### src/rtl/ftdi_pkg.sv
// Shared types for the FT232H 245-synchronous-FIFO arbiter.
package ftdi_pkg;

  localparam int unsigned FTDI_W = 8;

  typedef enum logic [2:0] {
    IDLE     = 3'd0,
    RX_OE    = 3'd1,
    RX_READ  = 3'd2,
    TX_WRITE = 3'd3,
    GAP      = 3'd4
  } state_e;

  typedef enum logic {
    DIR_RX = 1'b0,
    DIR_TX = 1'b1
  } dir_e;

endpackage

### src/rtl/ftdi_fifo_arbiter_if.sv
// FTDI pin-side and panel-FIFO-side signals of the arbiter.
interface ftdi_fifo_arbiter_if;
  import ftdi_pkg::*;

  logic              rxf_n;
  logic              txe_n;
  logic [FTDI_W-1:0] ftdi_data_i;
  logic [FTDI_W-1:0] ftdi_data_o;
  logic              ftdi_data_oe;
  logic              oe_n;
  logic              rd_n;
  logic              wr_n;
  logic              rx_afull;
  logic [FTDI_W-1:0] rx_data;
  logic              rx_valid;
  logic [FTDI_W-1:0] tx_data;
  logic              tx_valid;
  logic              tx_ready;

  modport master (
    input  rxf_n, txe_n, ftdi_data_i, rx_afull, tx_data, tx_valid,
    output ftdi_data_o, ftdi_data_oe, oe_n, rd_n, wr_n, rx_data, rx_valid, tx_ready
  );

  modport slave (
    output rxf_n, txe_n, ftdi_data_i, rx_afull, tx_data, tx_valid,
    input  ftdi_data_o, ftdi_data_oe, oe_n, rd_n, wr_n, rx_data, rx_valid, tx_ready
  );

endinterface

### src/rtl/ftdi_fifo_arbiter.sv
// Half-duplex FT232H bus sequencer: fair, burst-bounded sharing between the
// host->FPGA receive stream and the FPGA->host transmit stream.
module ftdi_fifo_arbiter
  import ftdi_pkg::*;
#(
  parameter int unsigned MAX_BURST = 64
) (
  input  logic                clk_60,
  input  logic                rst_n,
  ftdi_fifo_arbiter_if.master bus
);

  localparam int unsigned       CNT_W    = $clog2(MAX_BURST + 1);
  localparam logic [CNT_W-1:0] LAST_CNT = CNT_W'(MAX_BURST - 1);

  state_e            state_q, state_d;
  dir_e              last_dir_q, last_dir_d;
  logic [CNT_W-1:0]  burst_cnt_q, burst_cnt_d;
  logic [FTDI_W-1:0] rx_data_q;
  logic              rx_valid_q;

  logic              rx_pend, tx_pend;
  logic              rx_take, tx_take;
  logic              oe_n_c, rd_n_c, wr_n_c, tx_ready_c, data_oe_c;
  logic [FTDI_W-1:0] data_o_c;

  assign rx_pend = !bus.rxf_n && !bus.rx_afull;
  assign tx_pend = bus.tx_valid && !bus.txe_n;

  // State, fairness and burst bookkeeping
  always_ff @(posedge clk_60 or negedge rst_n) begin
    if (!rst_n) begin
      state_q     <= IDLE;
      last_dir_q  <= DIR_TX;
      burst_cnt_q <= '0;
    end else begin
      state_q     <= state_d;
      last_dir_q  <= last_dir_d;
      burst_cnt_q <= burst_cnt_d;
    end
  end

  // Next state and bus strobes; rd_n/wr_n follow the pending flags so a
  // flag dropping mid-burst blocks the transfer on that same edge.
  always_comb begin
    state_d     = state_q;
    last_dir_d  = last_dir_q;
    burst_cnt_d = burst_cnt_q;
    oe_n_c      = 1'b1;
    rd_n_c      = 1'b1;
    wr_n_c      = 1'b1;
    tx_ready_c  = 1'b0;
    data_oe_c   = 1'b0;
    data_o_c    = '0;
    rx_take     = 1'b0;
    tx_take     = 1'b0;

    unique case (state_q)
      IDLE: begin
        burst_cnt_d = '0;
        if (rx_pend && (!tx_pend || (last_dir_q == DIR_TX))) begin
          state_d    = RX_OE;
          last_dir_d = DIR_RX;
        end else if (tx_pend) begin
          state_d    = TX_WRITE;
          last_dir_d = DIR_TX;
        end
      end

      RX_OE: begin
        oe_n_c  = 1'b0;
        state_d = RX_READ;
      end

      RX_READ: begin
        oe_n_c  = 1'b0;
        rd_n_c  = !rx_pend;
        rx_take = rx_pend;
        if (rx_take) begin
          burst_cnt_d = burst_cnt_q + CNT_W'(1);
        end
        if (!rx_pend || (burst_cnt_q == LAST_CNT)) begin
          state_d = GAP;
        end
      end

      TX_WRITE: begin
        data_oe_c  = 1'b1;
        data_o_c   = bus.tx_data;
        wr_n_c     = !tx_pend;
        tx_ready_c = tx_pend;
        tx_take    = tx_pend;
        if (tx_take) begin
          burst_cnt_d = burst_cnt_q + CNT_W'(1);
        end
        if (!tx_pend || (burst_cnt_q == LAST_CNT)) begin
          state_d = GAP;
        end
      end

      GAP: begin
        state_d = IDLE;
      end

      default: begin
        state_d = IDLE;
      end
    endcase
  end

  // Received byte is pushed downstream the cycle after the read edge
  always_ff @(posedge clk_60 or negedge rst_n) begin
    if (!rst_n) begin
      rx_data_q  <= '0;
      rx_valid_q <= 1'b0;
    end else begin
      rx_valid_q <= rx_take;
      if (rx_take) begin
        rx_data_q <= bus.ftdi_data_i;
      end
    end
  end

  assign bus.oe_n         = oe_n_c;
  assign bus.rd_n         = rd_n_c;
  assign bus.wr_n         = wr_n_c;
  assign bus.tx_ready     = tx_ready_c;
  assign bus.ftdi_data_oe = data_oe_c;
  assign bus.ftdi_data_o  = data_o_c;
  assign bus.rx_data      = rx_data_q;
  assign bus.rx_valid     = rx_valid_q;

endmodule

### src/flat_wrapper.sv
// flat-port wrapper written by rule: the top's interface ports become plain ports
module ftdi_fifo_arbiter_flat import ftdi_pkg::*;
#(
  parameter int unsigned MAX_BURST = 64
)
  (clk_60, rst_n, bus_rxf_n, bus_txe_n, bus_ftdi_data_i, bus_rx_afull, bus_tx_data, bus_tx_valid, bus_ftdi_data_o, bus_ftdi_data_oe, bus_oe_n, bus_rd_n, bus_wr_n, bus_rx_data, bus_rx_valid, bus_tx_ready);
  ftdi_fifo_arbiter_if bus_i ();
  input  logic clk_60;
  input  logic rst_n;
  input wire logic [$bits(bus_i.rxf_n)-1:0] bus_rxf_n;
  input wire logic [$bits(bus_i.txe_n)-1:0] bus_txe_n;
  input wire logic [$bits(bus_i.ftdi_data_i)-1:0] bus_ftdi_data_i;
  input wire logic [$bits(bus_i.rx_afull)-1:0] bus_rx_afull;
  input wire logic [$bits(bus_i.tx_data)-1:0] bus_tx_data;
  input wire logic [$bits(bus_i.tx_valid)-1:0] bus_tx_valid;
  output wire logic [$bits(bus_i.ftdi_data_o)-1:0] bus_ftdi_data_o;
  output wire logic [$bits(bus_i.ftdi_data_oe)-1:0] bus_ftdi_data_oe;
  output wire logic [$bits(bus_i.oe_n)-1:0] bus_oe_n;
  output wire logic [$bits(bus_i.rd_n)-1:0] bus_rd_n;
  output wire logic [$bits(bus_i.wr_n)-1:0] bus_wr_n;
  output wire logic [$bits(bus_i.rx_data)-1:0] bus_rx_data;
  output wire logic [$bits(bus_i.rx_valid)-1:0] bus_rx_valid;
  output wire logic [$bits(bus_i.tx_ready)-1:0] bus_tx_ready;
  assign bus_i.rxf_n = bus_rxf_n;
  assign bus_i.txe_n = bus_txe_n;
  assign bus_i.ftdi_data_i = bus_ftdi_data_i;
  assign bus_i.rx_afull = bus_rx_afull;
  assign bus_i.tx_data = bus_tx_data;
  assign bus_i.tx_valid = bus_tx_valid;
  assign bus_ftdi_data_o = bus_i.ftdi_data_o;
  assign bus_ftdi_data_oe = bus_i.ftdi_data_oe;
  assign bus_oe_n = bus_i.oe_n;
  assign bus_rd_n = bus_i.rd_n;
  assign bus_wr_n = bus_i.wr_n;
  assign bus_rx_data = bus_i.rx_data;
  assign bus_rx_valid = bus_i.rx_valid;
  assign bus_tx_ready = bus_i.tx_ready;
  ftdi_fifo_arbiter #(.MAX_BURST(MAX_BURST)) u_core (.clk_60(clk_60), .rst_n(rst_n), .bus(bus_i));
endmodule
### config.mk
export PLATFORM = sky130hd
export DESIGN_NAME = ftdi_fifo_arbiter_flat
export DESIGN_NICKNAME = d
export VERILOG_FILES = /design/src/rtl/ftdi_pkg.sv /design/src/rtl/ftdi_fifo_arbiter_if.sv /design/src/rtl/ftdi_fifo_arbiter.sv /design/src/flat_wrapper.sv
export SDC_FILE = /design/constraint.sdc
export NUM_CORES = 1
export LEC_CHECK = 0
export BUFFER_PORTS_ARGS = -buffer_cell sky130_fd_sc_hd__buf_2
export CAP_MARGIN = 20
export CORE_MARGIN = 3
export CORE_UTILIZATION = 49
export DETAILED_ROUTE_END_ITERATION = 6
export PLACE_DENSITY = 0.94
export SYNTH_ARGS = -nofsm -noshare
export SYNTH_HDL_FRONTEND = slang
export SYNTH_SLANG_ARGS = --single-unit
### constraint.sdc
create_clock -name clk_60 -period 3.5 [get_ports clk_60]
set_clock_uncertainty 0.15 [all_clocks]
set_input_delay 0 -clock clk_60 [delete_from_list [all_inputs] [get_ports clk_60]]
set_output_delay 0 -clock clk_60 [all_outputs]
set_load 0.02 [all_outputs]
==> results.toml <==
[layout]
fillers = 128
seqCellArea_um2 = 502
instances_no_fill = 177
antenna_cells = 0
layout.nets = 176
multi_input_area_um2 = 473
areaGrowthSynthToFinish_pct = 40.6
drive_gt1_share_pct = 42.1

[die]
die_area_mm2 = 0.00266
pin_count = 44
coreArea_mm2 = 0.00184
initial_core_util_pct = 55.2
die_w_um = 51.5
die_y_um = 51.5
rows = 15

[global_route]
grt_start_max_net_pins = 21
grt_pass1_wl_um = 4020
grt-ovfl-total = 0
antenna_found_initial = 0
grt_pass1_vias = 924
grt_usage_pct = 20.2

[logic_synthesis]
synth.distinct_cells = 33
synthFlopType = "dfrtp_1"
synth_xor_area_share_pct = 0
yosysTopAreaCell = "dfrtp_1"
syn_nets = 117
synth_top_area_share_pct = 46.8
syn_inst = 94
ys_ff_latch = 20
synth_area_mm2 = 0.00102
synth.most_common_cell = "dfrtp_1"
synthArstFlopShare_pct = 100
synth_top_cells_by_count = "dfrtp_1 (19), mux2_2 (9), and2_1 (8), a21oi_1 (6), o21ai_0 (6)"
yosys_warnings = 0
synth_top_family_by_area = "simple AND/OR/NAND/NOR gates"
seq_area_frac_synth_pct = 49.4
syn_avg_cell_area_um2 = 10.8
synthTopCellsByArea = "dfrtp_1 (47%), mux2_2 (10%), and2_1 (4.9%)"
yosys.area_share.simple_pct = 22.2
synth_enable_flop_cells = 0
synth_mux_area_share_pct = 9.98
synth-compound-area-share_pct = 13.2
synthAdderAreaFrac_pct = 1.23

[worst_setup_path]
cp-end-kind = "register"
crit_arrival_ps = 2080
critPathKind = "register to register"
path_max_fanout = 9
start_kind = "register"
cp.required_ps = 3590

[drt]
dr.pass1.iters = 4
routed_wirelength_um = 2480
viasPerCell = 5.40
wl_per_cell_um = 14.0
vias = 956
drtIter0Drc = 27
route.detailed.drc = 0
final_antenna_net_count = 0

[power_and_ir_drop]
combinationalPowerShare_pct = 41.5
p_per_area_mw_per_mm2 = 668
p_clk_share_pct = 19.4
internal_power_uw = 599
power_leakage_nw = 0.711
peakVddDrop_mv = 0.489
p_sw_share_pct = 37.2
p_seq_share_pct = 39.1
power_switching_uw = 355

[sta]
fmax_ghz = 0.503
setup_slack_ps = 1510
post-route-period-util_pct = 56.8
finalHoldViolCount = 0
max_slew_margin_pct = 69.7
worstMarginPinSlew_ps = 452
final.setup.tns_ps = 0
finalSetupViolations = 0
rsz0062_at_grt = "no"
post-route-min-period_ps = 1990
drv_slew = 0

[placement]
place_congestion = 0.850
dpl.hpwl_um = 1690
numPlacedInstances = 159
dp_slack_ps = 1620
port-buffer-count = 43

[clocking]
clockBufferDepth = 2
postCtsSetupBuffers = 0
cts.sinks = 20
cts_max_level = 1
cts_buffers = 3
root_buffer = "clkbuf_4"
cts_tree = "yes"
cts_resized = 0
clk_latency_ps = 290
clkTransAtPathRegs_ps = 120
cts_hold_buf = 14

[job]
drv_cap = 0

[status]
status = "finished, final reports clean"

[worst_hold_path]
hp-class = "input pin to async pin"
## cell families after synthesis
family	after synthesis
flops	20
simple gates	37
buf+inv	7
compound gates	20
fa+ha+maj	1
mux	9
## layout make-up
| cell class | count | area share [%] |
|---|---|---|
| Clock inverter | 1 | 2.10 |
| Sequential cell | 20 | 35.1 |
| Inverter | 4 | 1.05 |
| Clock buffer | 3 | 1.58 |
| Timing Repair Buffer | 57 | 24.9 |
| Multi-Input combinational cell | 67 | 33.1 |
| Tap cell | 25 | 2.19 |
## state kept, by name, indices dropped and copies added (netlist names)
| name | count |
|---|---|
| u_core.bus.rx_data | 8 |
| u_core.bus.rx_valid | 1 |
| u_core.state_q | 3 |
| u_core.burst_cnt_q | 7 |
| u_core.last_dir_q | 1 |
## critical path: stages (launching register included)
cell and delay [ps]:
dfrtp_1 500, nor3_1 440, a21oi_1 140, a31oi_1 150, dlygate4sd3_1 560
## cells in the final DEF (no fill, tap or decap), drive strengths merged, types with 2 or more instances in the layout
| master | netlist | final |
|---|---|---|
| nand3 | 5 | 5 |
| a221o | 2 | 2 |
| nand2 | 5 | 5 |
| dfrtp | 19 | 19 |
| buf | 2 | 43 |
| nor2 | 4 | 4 |
| nor3 | 2 | 2 |
| inv | 4 | 4 |
| or3 | 4 | 4 |
| o21ai | 6 | 6 |
| a21oi | 6 | 6 |
| mux2 | 9 | 9 |
| and2 | 8 | 8 |
| nor2b | 2 | 2 |
| dlygate4sd3 | 0 | 14 |
| clkbuf | 1 | 3 |
## path summary, 6_finish.rpt
check | start | to | slack, ps | cells after the start
min in group clk_60 | bus_tx_valid | u_core.state_q[0] | 60 | 4
hold reg to reg | u_core.bus.rx_data[3] | u_core.bus.rx_data[3] | 370 | 1
setup / recovery | u_core.state_q[0] | u_core.last_dir_q | 1510 | 4
max in group asynchronous | rst_n | u_core.last_dir_q | 2850 | 2
hold / removal | rst_n | u_core.burst_cnt_q[6] | 30 | 2
setup reg to reg | u_core.state_q[0] | u_core.last_dir_q | 1510 | 4
## per-stage QoR
step	hold WS [ps]	total power [mW]	area [um^2]	utilization, %
floorplan	-446	0.641	1020	-
global placement	-197	0.727	1240	67.2
detailed placement	-192	0.747	1240	67.2
CTS	18.9	0.951	1430	77.7
global route	44.0	1.01	1430	77.7
finish	25.6	0.954	1430	77.7
## layer usage
| layer | GRT usage [%] | vias to the layer above | part of all wire (%) |
|---|---|---|---|
| met5 | 0 | - | 0 |
| met4 | 2.62 | 0 | 0.20 |
| met3 | 6.30 | 2 | 13 |
| met2 | 37.3 | 62 | 49 |
| met1 | 23.2 | 440 | 38 |
| li1 | - | 452 | - |
## power groups by stage
stage	sequential [mW]	combinational, mW	clock, mW
after floorplan	0.410	0.231	0
after global placement	0.367	0.360	0
after detailed placement	0.373	0.374	0
after CTS	0.371	0.395	0.185
after global routing	0.380	0.430	0.197
final	0.373	0.396	0.185
Power figures use the tool's default switching activity.
